`src/rtl/ov7670_pkg.sv`:
```
// Shared types and constants for the OV7670-style DVP test-pattern generator.
// RGB444 colours are packed {R,G,B}, one nibble each.
package ov7670_pkg;

  typedef enum logic [2:0] {
    IDLE,
    VSYNC,
    VBACK,
    ACTIVE,
    HBLANK,
    VFRONT
  } state_t;

  localparam logic [1:0] MODE_FULL   = 2'd0;
  localparam logic [1:0] MODE_TOP    = 2'd1;
  localparam logic [1:0] MODE_BOTTOM = 2'd2;
  localparam logic [1:0] MODE_NONE   = 2'd3;

  localparam logic [11:0] YELLOW     = 12'hFF0;
  localparam logic [11:0] BACKGROUND = 12'h111;

  function automatic int imax(input int a, input int b);
    return (a > b) ? a : b;
  endfunction

  // xR/GB byte order: the even byte carries red, the odd byte green and blue.
  function automatic logic [7:0] rgb444_byte(input logic [11:0] rgb, input logic odd_byte);
    return odd_byte ? rgb[7:0] : {4'h0, rgb[11:8]};
  endfunction

endpackage

```
`src/rtl/ov7670_stream_gen_timing.sv`:
```
// Frame/line timing FSM: walks VSYNC, VBACK, ACTIVE/HBLANK pairs and VFRONT,
// exposing the byte column and active line for the pixel path in the top.
module dvp_timing_gen
  import ov7670_pkg::*;
#(
  parameter int H_ACTIVE  = 320,
  parameter int V_ACTIVE  = 240,
  parameter int H_BLANK   = 144,
  parameter int VS_LINES  = 3,
  parameter int VBP_LINES = 17,
  parameter int VFP_LINES = 10
) (
  input  logic        clk,
  input  logic        reset_n,
  input  logic        enable,
  output logic [2:0]  state,
  output logic [10:0] col,
  output logic [9:0]  line,
  output logic        seg_last,
  output logic        start
);

  localparam int LINE_LEN = 2 * H_ACTIVE + H_BLANK;
  localparam int VS_LEN   = VS_LINES * LINE_LEN;
  localparam int VBP_LEN  = VBP_LINES * LINE_LEN;
  localparam int VFP_LEN  = VFP_LINES * LINE_LEN;
  localparam int ACT_LEN  = 2 * H_ACTIVE;
  localparam int MAX_LEN  = imax(imax(VS_LEN, VBP_LEN), imax(VFP_LEN, LINE_LEN));
  localparam int CW       = $clog2(MAX_LEN + 1);

  state_t        st;
  logic [CW-1:0] cnt;

  assign state = st;
  assign col   = 11'(cnt);

  // NOTE: a combinational block assigns a default before any branch so no latch is inferred.
  always_comb begin
    seg_last = 1'b0;
    case (st)
      VSYNC:   seg_last = (cnt == CW'(VS_LEN - 1));
      VBACK:   seg_last = (cnt == CW'(VBP_LEN - 1));
      ACTIVE:  seg_last = (cnt == CW'(ACT_LEN - 1));
      HBLANK:  seg_last = (cnt == CW'(H_BLANK - 1));
      VFRONT:  seg_last = (cnt == CW'(VFP_LEN - 1));
      default: seg_last = 1'b0;
    endcase
  end

  // A frame begins from IDLE or directly from the last front-porch clock.
  assign start = enable && ((st == IDLE) || ((st == VFRONT) && seg_last));

  // NOTE: sequential state uses non-blocking assignments so every register samples pre-edge values.
  always_ff @(posedge clk) begin
    if (!reset_n) begin
      st   <= IDLE;
      cnt  <= '0;
      line <= '0;
    end else begin
      if (st == IDLE || seg_last) cnt <= '0;
      else                        cnt <= cnt + CW'(1);

      case (st)
        IDLE:   if (enable) st <= VSYNC;
        VSYNC:  if (seg_last) st <= VBACK;
        VBACK:  if (seg_last) begin
                  st   <= ACTIVE;
                  line <= '0;
                end
        ACTIVE: if (seg_last) st <= HBLANK;
        HBLANK: if (seg_last) begin
                  line <= line + 10'd1;
                  st   <= (line == 10'(V_ACTIVE - 1)) ? VFRONT : ACTIVE;
                end
        VFRONT: if (seg_last) st <= enable ? VSYNC : IDLE;
        default: st <= IDLE;
      endcase
    end
  end

endmodule

```
`src/rtl/ov7670_stream_gen.sv`:
```
// OV7670-style RGB444 test stream with a configurable yellow vertical stripe.
// All outputs are registered from the timing state, so they move together.
module ov7670_stream_gen
  import ov7670_pkg::*;
#(
  parameter int H_ACTIVE  = 320,
  parameter int V_ACTIVE  = 240,
  parameter int H_BLANK   = 144,
  parameter int VS_LINES  = 3,
  parameter int VBP_LINES = 17,
  parameter int VFP_LINES = 10,
  parameter int STRIPE_W  = 16
) (
  input  logic       clk,
  input  logic       reset_n,
  input  logic       enable,
  input  logic [8:0] stripe_x,
  input  logic [1:0] mode,
  output logic       vsync,
  output logic       href,
  output logic [7:0] d,
  output logic       frame_done,
  output logic       busy
);

  logic [2:0]  state_bits;
  logic [10:0] col;
  logic [9:0]  line;
  logic        seg_last;
  logic        start;
  state_t      st;

  dvp_timing_gen #(
    .H_ACTIVE (H_ACTIVE),
    .V_ACTIVE (V_ACTIVE),
    .H_BLANK  (H_BLANK),
    .VS_LINES (VS_LINES),
    .VBP_LINES(VBP_LINES),
    .VFP_LINES(VFP_LINES)
  ) u_timing (
    .clk     (clk),
    .reset_n (reset_n),
    .enable  (enable),
    .state   (state_bits),
    .col     (col),
    .line    (line),
    .seg_last(seg_last),
    .start   (start)
  );

  assign st = state_t'(state_bits);

  logic [8:0] sx_q;
  logic [1:0] mode_q;

  always_ff @(posedge clk) begin
    if (!reset_n) begin
      sx_q   <= '0;
      mode_q <= MODE_FULL;
    end else if (start) begin
      sx_q   <= stripe_x;
      mode_q <= mode;
    end
  end

  // Column compare is 10 bits wide so stripe_x + STRIPE_W - 1 never wraps.
  logic [9:0]  px;
  logic [9:0]  sx_lo;
  logic [9:0]  sx_hi;
  logic        in_cols;
  logic        line_ok;
  logic [11:0] rgb;
  logic [7:0]  pix_byte;

  assign px      = col[10:1];
  assign sx_lo   = {1'b0, sx_q};
  assign sx_hi   = sx_lo + 10'(STRIPE_W - 1);
  assign in_cols = (px >= sx_lo) && (px <= sx_hi) && (px < 10'(H_ACTIVE));

  always_comb begin
    line_ok = 1'b0;
    case (mode_q)
      MODE_FULL:   line_ok = 1'b1;
      MODE_TOP:    line_ok = (line < 10'(V_ACTIVE / 2));
      MODE_BOTTOM: line_ok = (line >= 10'(V_ACTIVE / 2));
      default:     line_ok = 1'b0;
    endcase
  end

  assign rgb      = (in_cols && line_ok) ? YELLOW : BACKGROUND;
  assign pix_byte = rgb444_byte(rgb, col[0]);

  always_ff @(posedge clk) begin
    if (!reset_n) begin
      vsync      <= 1'b0;
      href       <= 1'b0;
      d          <= 8'h00;
      frame_done <= 1'b0;
      busy       <= 1'b0;
    end else begin
      vsync      <= (st == VSYNC);
      href       <= (st == ACTIVE);
      d          <= (st == ACTIVE) ? pix_byte : 8'h00;
      frame_done <= (st == VFRONT) && seg_last;
      busy       <= (st != IDLE);
    end
  end

endmodule

```
`config.mk`:
```
export PLATFORM = sky130hd
export DESIGN_NAME = ov7670_stream_gen
export DESIGN_NICKNAME = d
export VERILOG_FILES = /design/src/rtl/ov7670_pkg.sv /design/src/rtl/ov7670_stream_gen_timing.sv /design/src/rtl/ov7670_stream_gen.sv
export SDC_FILE = /design/constraint.sdc
export NUM_CORES = 1
export LEC_CHECK = 0
export BUFFER_PORTS_ARGS = -buffer_cell sky130_fd_sc_hd__buf_2
export CORE_AREA = 3 3 67 101
export CTS_CLUSTER_DIAMETER = 150
export DETAILED_ROUTE_END_ITERATION = 10
export DIE_AREA = 0 0 70 104
export GPL_TIMING_DRIVEN = 1
export PLACE_DENSITY = 0.72
export SLEW_MARGIN = 20
export SYNTH_ARGS = -nofsm -noshare
export SYNTH_HDL_FRONTEND = slang
export SYNTH_SLANG_ARGS = --single-unit
```
`constraint.sdc`:
```
create_clock -name clk -period 3.5 [get_ports clk]
set_input_delay 0.175 -clock clk [delete_from_list [all_inputs] [get_ports clk]]
set_output_delay 0.175 -clock clk [all_outputs]
set_load 0.01 [all_outputs]
```
Word-level counts from Yosys, hierarchy flattened
Cells that the tools add are included.
- output and inout bits: 12
- word-level logic and storage cells: 71
- register bits after elaboration: 50
- multiplexer cells: 16
- bitwise operators: 1
- equal/unequal tests: 19
- add/subtract/negate cells: 3
- reductions and logical operators: 16
- order comparisons: 5
- operators with widths (kind ; number):
    $mux 3 ; 7
    $mux 10 ; 2
    $pmux 10 s2 ; 1
    $pmux 3 s6 ; 1
    $add 14x1->14 const B ; 1
    $eq 14x10->1 const B ; 1
    $eq 14x12->1 const B ; 1
    $eq 14x13->1 const B ; 1
    $eq 14x14->1 const B ; 1
    $eq 14x8->1 const B ; 1
    $mux 12 ; 1
    $add 10x1->10 const B ; 1
    $add 9x4->10 const B ; 1
    $eq 10x8->1 const B ; 1
    $ge 10x7->1 const B ; 1
    $ge 10x9->1 ; 1
    $le 10x10->1 ; 1
    $lt 10x7->1 const B ; 1
    $lt 10x9->1 const B ; 1
    $ne 2x1->1 const B ; 5
    $eq 3x2->1 const B ; 2
    $eq 3x3->1 const B ; 2
    $reduce_and 3->1 ; 2
    $reduce_and 6->1 ; 1
    other kinds (17) ; 22

Longest topological paths before layout
- depth in word-level cells: 7
- gate-level depth with buffers: 11

By module
From an unflattened synthesis, not the netlist that was laid out.
- cells, all modules: 368
- area, all modules: 3106.7 um^2
- modules (own cells, without submodules) (module ; area an instance (um^2) ; instances ; cells each):
    dvp_timing_gen ; 1810.5 ; 1 ; 229
    ov7670_stream_gen ; 1296.2 ; 1 ; 139

Worst setup path after synthesis
OpenSTA, ideal clock, no wires.
- path kind: reg2reg
- from: register u_timing.cnt[10]
- to: register u_timing.line[4]
- setup slack: 0.951 ns
- arrival time: 2.479 ns
- library setup time: 0.071 ns
- stages on the path, launching flop included: 10
- path buffers: 3
- period minus slack after synthesis: 2.549 ns
- cells stage by stage: dfxtp_1 -> buf_2 -> or2_1 -> o32ai_2 -> o211ai_1 -> or4_1 -> buf_2 -> buf_6 -> or4_1 -> a21oi_1
- word-level cells in the longest chain between the ends: 4
- ends and longest elaborated chain (element ; RTL line ; text):
    from (decl) ; ov7670_stream_gen_timing.sv:32 ; logic [CW-1:0] cnt;
    from (signal assigned) ; ov7670_stream_gen_timing.sv:61 ; else cnt <= cnt + CW'(1);
    $eq 14x13->1, or another cell as far along ; ov7670_stream_gen_timing.sv:45 ; VFRONT: seg_last = (cnt == CW'(VFP_LEN - 1));
    $pmux 1 s5 (*) ; ov7670_stream_gen_timing.sv:40 ; case (st)
    $ne 2x1->1 (no line) ; n/a ;
    $reduce_and 3->1 (no line) (*) ; n/a ;
    to (signal assigned) ; ov7670_stream_gen_timing.sv:72 ; line <= line + 10'd1;
    to (decl) ; ov7670_stream_gen_timing.sv:18 ; output logic [9:0] line,
Mark *: on every way between the ends. The rest lies on a longest branch, timed or not.
A chain may end at the register's enable or synchronous reset.

Worst setup path after layout
- from: register u_timing.st[2], in the netlist u_timing.state[2]
- to: register u_timing.line[5]
- word-level cells in the longest chain between the ends: 4
- ends and longest elaborated chain (element ; RTL line ; text):
    from (decl) ; ov7670_stream_gen_timing.sv:31 ; state_t st;
    from (signal assigned) ; ov7670_stream_gen_timing.sv:73 ; st <= (line == 10'(V_ACTIVE - 1)) ? VFRONT : ACTIVE;
    from (signal assigned) ; ov7670_stream_gen_timing.sv:75 ; VFRONT: if (seg_last) st <= enable ? VSYNC : IDLE;
    $eq 3x3->1, or another cell as far along ; ov7670_stream_gen_timing.sv:40 ;
    $pmux 1 s5 ; ov7670_stream_gen_timing.sv:40 ;
    $ne 2x1->1 (no line) ; n/a ;
    $reduce_and 3->1 (no line) ; n/a ;
Several ways; a longest one is shown, not always the timed one.

==> impl_metrics.tcl <==
set metrics [dict create \
    status "complete, no violations" \
    hold_viol_final 0 \
    number_of_buffer_cells_added_on_primary_ports 25 \
    dp.cells 480 \
    holdCritPathClass "in -> reg" \
    reg2reg_depth 8 \
    syn_avg_cell_area_um2 8.16 \
    detailedPlacementHpwl_um 5870 \
    number_of_sinks_on_the_clock_net 46 \
    vias_post_dr 2947 \
    synth_top_area_share_pct 28.3 \
    worst_hold_path.endpoint "mode_q[1]" \
    cp_max_fo 26 \
    layout.cells.most_common_list "46 x sky130_fd_sc_hd__dfxtp_1, 37 x sky130_fd_sc_hd__nor2_1, 30 x sky130_fd_sc_hd__a21oi_1" \
    cts.root.buffer_cell "sky130_fd_sc_hd__clkbuf_8" \
    worstReg2RegStart "u_timing.state[2]" \
    reg_clk_slew_reported_paths_ns 0.10 \
    via_count_of_the_first_global_routing_pass 2924 \
    post_dr_vias_cell 6.04 \
    max-cap-violations 0 \
    number_of_antenna_violations_at_the_first_check_in_global_routing 0 \
    ff2ff_setup_slack_ns 0.62 \
    cp-end-kind "register" \
    hp-start "mode[1]" \
    relSlewSlack_pct 56.3 \
    layout-drive-gt1-share_pct 12.3 \
    antennaDiodeCount 0 \
    grt_max_degree 27 \
    asr_flop_ratio_synth_pct 0 \
    ctsLongestPathBuffers 2 \
    synth-edff-count 0 \
    crit-reg2reg-capture "u_timing.line[5]" \
    cts_setup_buffers 0 \
    synth_nets 435 \
    cts_tree "done" \
    period_share_pct 82.2 \
    area_growth_syn_to_layout_pct 7.86 \
    power.density_nw_per_um2 296 \
    ys_seq_area_share_pct 28.3 \
    synthesis_stage_register_bit_count 46 \
    insertion_delay_ns 0.30 \
    crit_required_ns 3.74 \
    floorplan.die_area_um2 7280 \
    gp_congestion 0.855 \
    cp-start-kind "register" \
    fin_worst_hold_slack_ns 0.271 \
    vdd.ir_drop.worst_v 0.000215 \
    design.portCount 26 \
    maxClockFrequency_ghz 0.347 \
    yosys.area.top_type "sky130_fd_sc_hd__dfxtp_1" \
    ctsResizeCount 0 \
    leading_cell_type_in_the_layout_fill_and_taps_excluded "sky130_fd_sc_hd__dfxtp_1" \
    cts_hold_buf 0 \
    worst_hold_path.num_cells 4 \
    floorplan.die.height_um 104 \
    track_usage_pct 21.6 \
    drtAntennaViolNets 0 \
    grt_first_pass_wirelength_um 13200 \
    synth_top_flop_cell "sky130_fd_sc_hd__dfxtp_1" \
    cts_max_level 2 \
    critPathArrivalTime_ns 3.12 \
    static-leakage-power_nw 1.34 \
    stdcell_count 488 \
    post_syn_area_um2 3250 \
    setup_total_negative_slack_ns 0 \
    die_x_um 70 \
    dr.pass1.iters 4 \
    post_synth_inst_count 398 \
    detail_route.wirelength_um 7650 \
    cts_inserted_buffers 5 \
    path_class "reg -> reg" \
    yosys_warnings 0 \
    final_util_pct 58.0 \
    worst_setup_path_startpoint "u_timing.state[2]" \
    yosysUniqueCellTypes 58 \
    finalCriticalPeriod_ns 2.88 \
    placementRows 35 \
    tightestPinTransition_ns 0.655 \
    wire_per_inst_um 15.7 \
    nNetsFinal 450 \
    fin_total_pwr_w 0.00104 \
    grt_overflow_total 0 \
    grt_setup_unrepaired "no" \
    fin_worst_skew_ns 0.0114 \
    finalSetupViolCount 0 \
    core_area_um2 6040 \
    synthTopCellsByArea "sky130_fd_sc_hd__dfxtp_1 28%, sky130_fd_sc_hd__ha_1 8.9%, sky130_fd_sc_hd__a21oi_1 4.6%" \
    finalMaxSlewViolations 0 \
    drtIter0Drc 112 \
    floorplan.initialDensity_pct 53.8 \
    detail_route.drc_violations 0 \
]
kinds of logic after synthesis:
kind of cell | share of synthesized area, %
multiplexers | 4.97
XOR/XNOR | 6.47
buffers and inverters | 6.74
AND/OR/NAND/NOR | 23.9
AO/OA/AOI/OAI | 20.8
adder cells (fa/ha/maj) | 8.86
flip-flops | 28.3
worst max-delay path by stage:
stage	endpoint	cells after the start
2_1_floorplan	u_timing.line[4]	9
3_3_place_gp	u_timing.line[5]	8
3_5_place_dp	u_timing.line[8]	8
4_1_cts	u_timing.line[5]	8
5_1_grt	u_timing.line[7]	8
6_report	u_timing.line[5]	8
state kept, by name (all words and copies together), names as in the netlist:
register,count
href,1
frame_done,1
sx_q,9
mode_q,2
u_timing.line,10
busy,1
d,4
vsync,1
u_timing.cnt,14
u_timing.state,3
layer usage:
layer	global-route usage [%]	part of all wire (%)	vias up	wire length [µm]
met3	2.51	2.6	32	201
met5	0	0	-	0
li1	-	-	1475	-
met4	11.4	4.9	0	377
met2	39.2	52	59	3970
met1	24.1	41	1381	3110
per-stage QoR:
stage / cell area, µm² / setup WS, ns
global route: 3500 / 0.397
detailed placement: 3410 / 0.688
CTS: 3500 / 0.645
floorplan: 3250 / 0.951
finish: 3500 / 0.622
global placement: 3410 / 0.703
critical path, cell delays in order, from the launching register on:
cell and delay, ns:
sky130_fd_sc_hd__dfxtp_1 0.48, sky130_fd_sc_hd__buf_4 0.25, sky130_fd_sc_hd__or3_4 0.38, sky130_fd_sc_hd__a21oi_2 0.19, sky130_fd_sc_hd__o211ai_1 0.10, sky130_fd_sc_hd__or4_1 0.52
sky130_fd_sc_hd__buf_4 0.22, sky130_fd_sc_hd__or4_1 0.51, sky130_fd_sc_hd__a21oi_1 0.15
report_power, final:
| group | total [W] | leakage, nW | switching [W] | internal, W |
|---|---|---|---|---|
| Combinational | 0.000144 | 0.920 | 0.0000800 | 0.0000643 |
| Clock | 0.000340 | 0.0408 | 0.000196 | 0.000143 |
| Sequential | 0.000554 | 0.374 | 0.0000184 | 0.000536 |
| Total | 0.00104 | 1.34 | 0.000295 | 0.000743 |
synthesized netlist by cell type, drive strengths merged, types with 2 or more instances:
cell	number
clkbuf	15
nand4b	2
and2	3
o211a	2
ha	23
o22a	2
nor2	37
mux2i	15
buf	13
o31ai	5
nand4	9
o21ai	9
nand2	20
inv	19
xnor2	16
nand2b	13
xor2	8
nand3	12
a2bb2oi	2
o221ai	12
o21bai	2
nor3	10
a21o	3
a21oi	31
nor4	4
a21boi	3
dfxtp	46
and3	9
o2111ai	2
or4	8
o21a	5
a211oi	6
nor2b	8
o31a	3
or3	4
o32ai	3
cell type report:
class	count	area, µm²
Clock buffer	5	68.8
Clock inverter	3	23.8
Fill cell	584	2540
Inverter	20	75.1
Multi-Input combinational cell	304	2120
Sequential cell	46	921
Tap cell	74	92.6
Timing Repair Buffer	36	208
(Power assumes the default switching activity.)
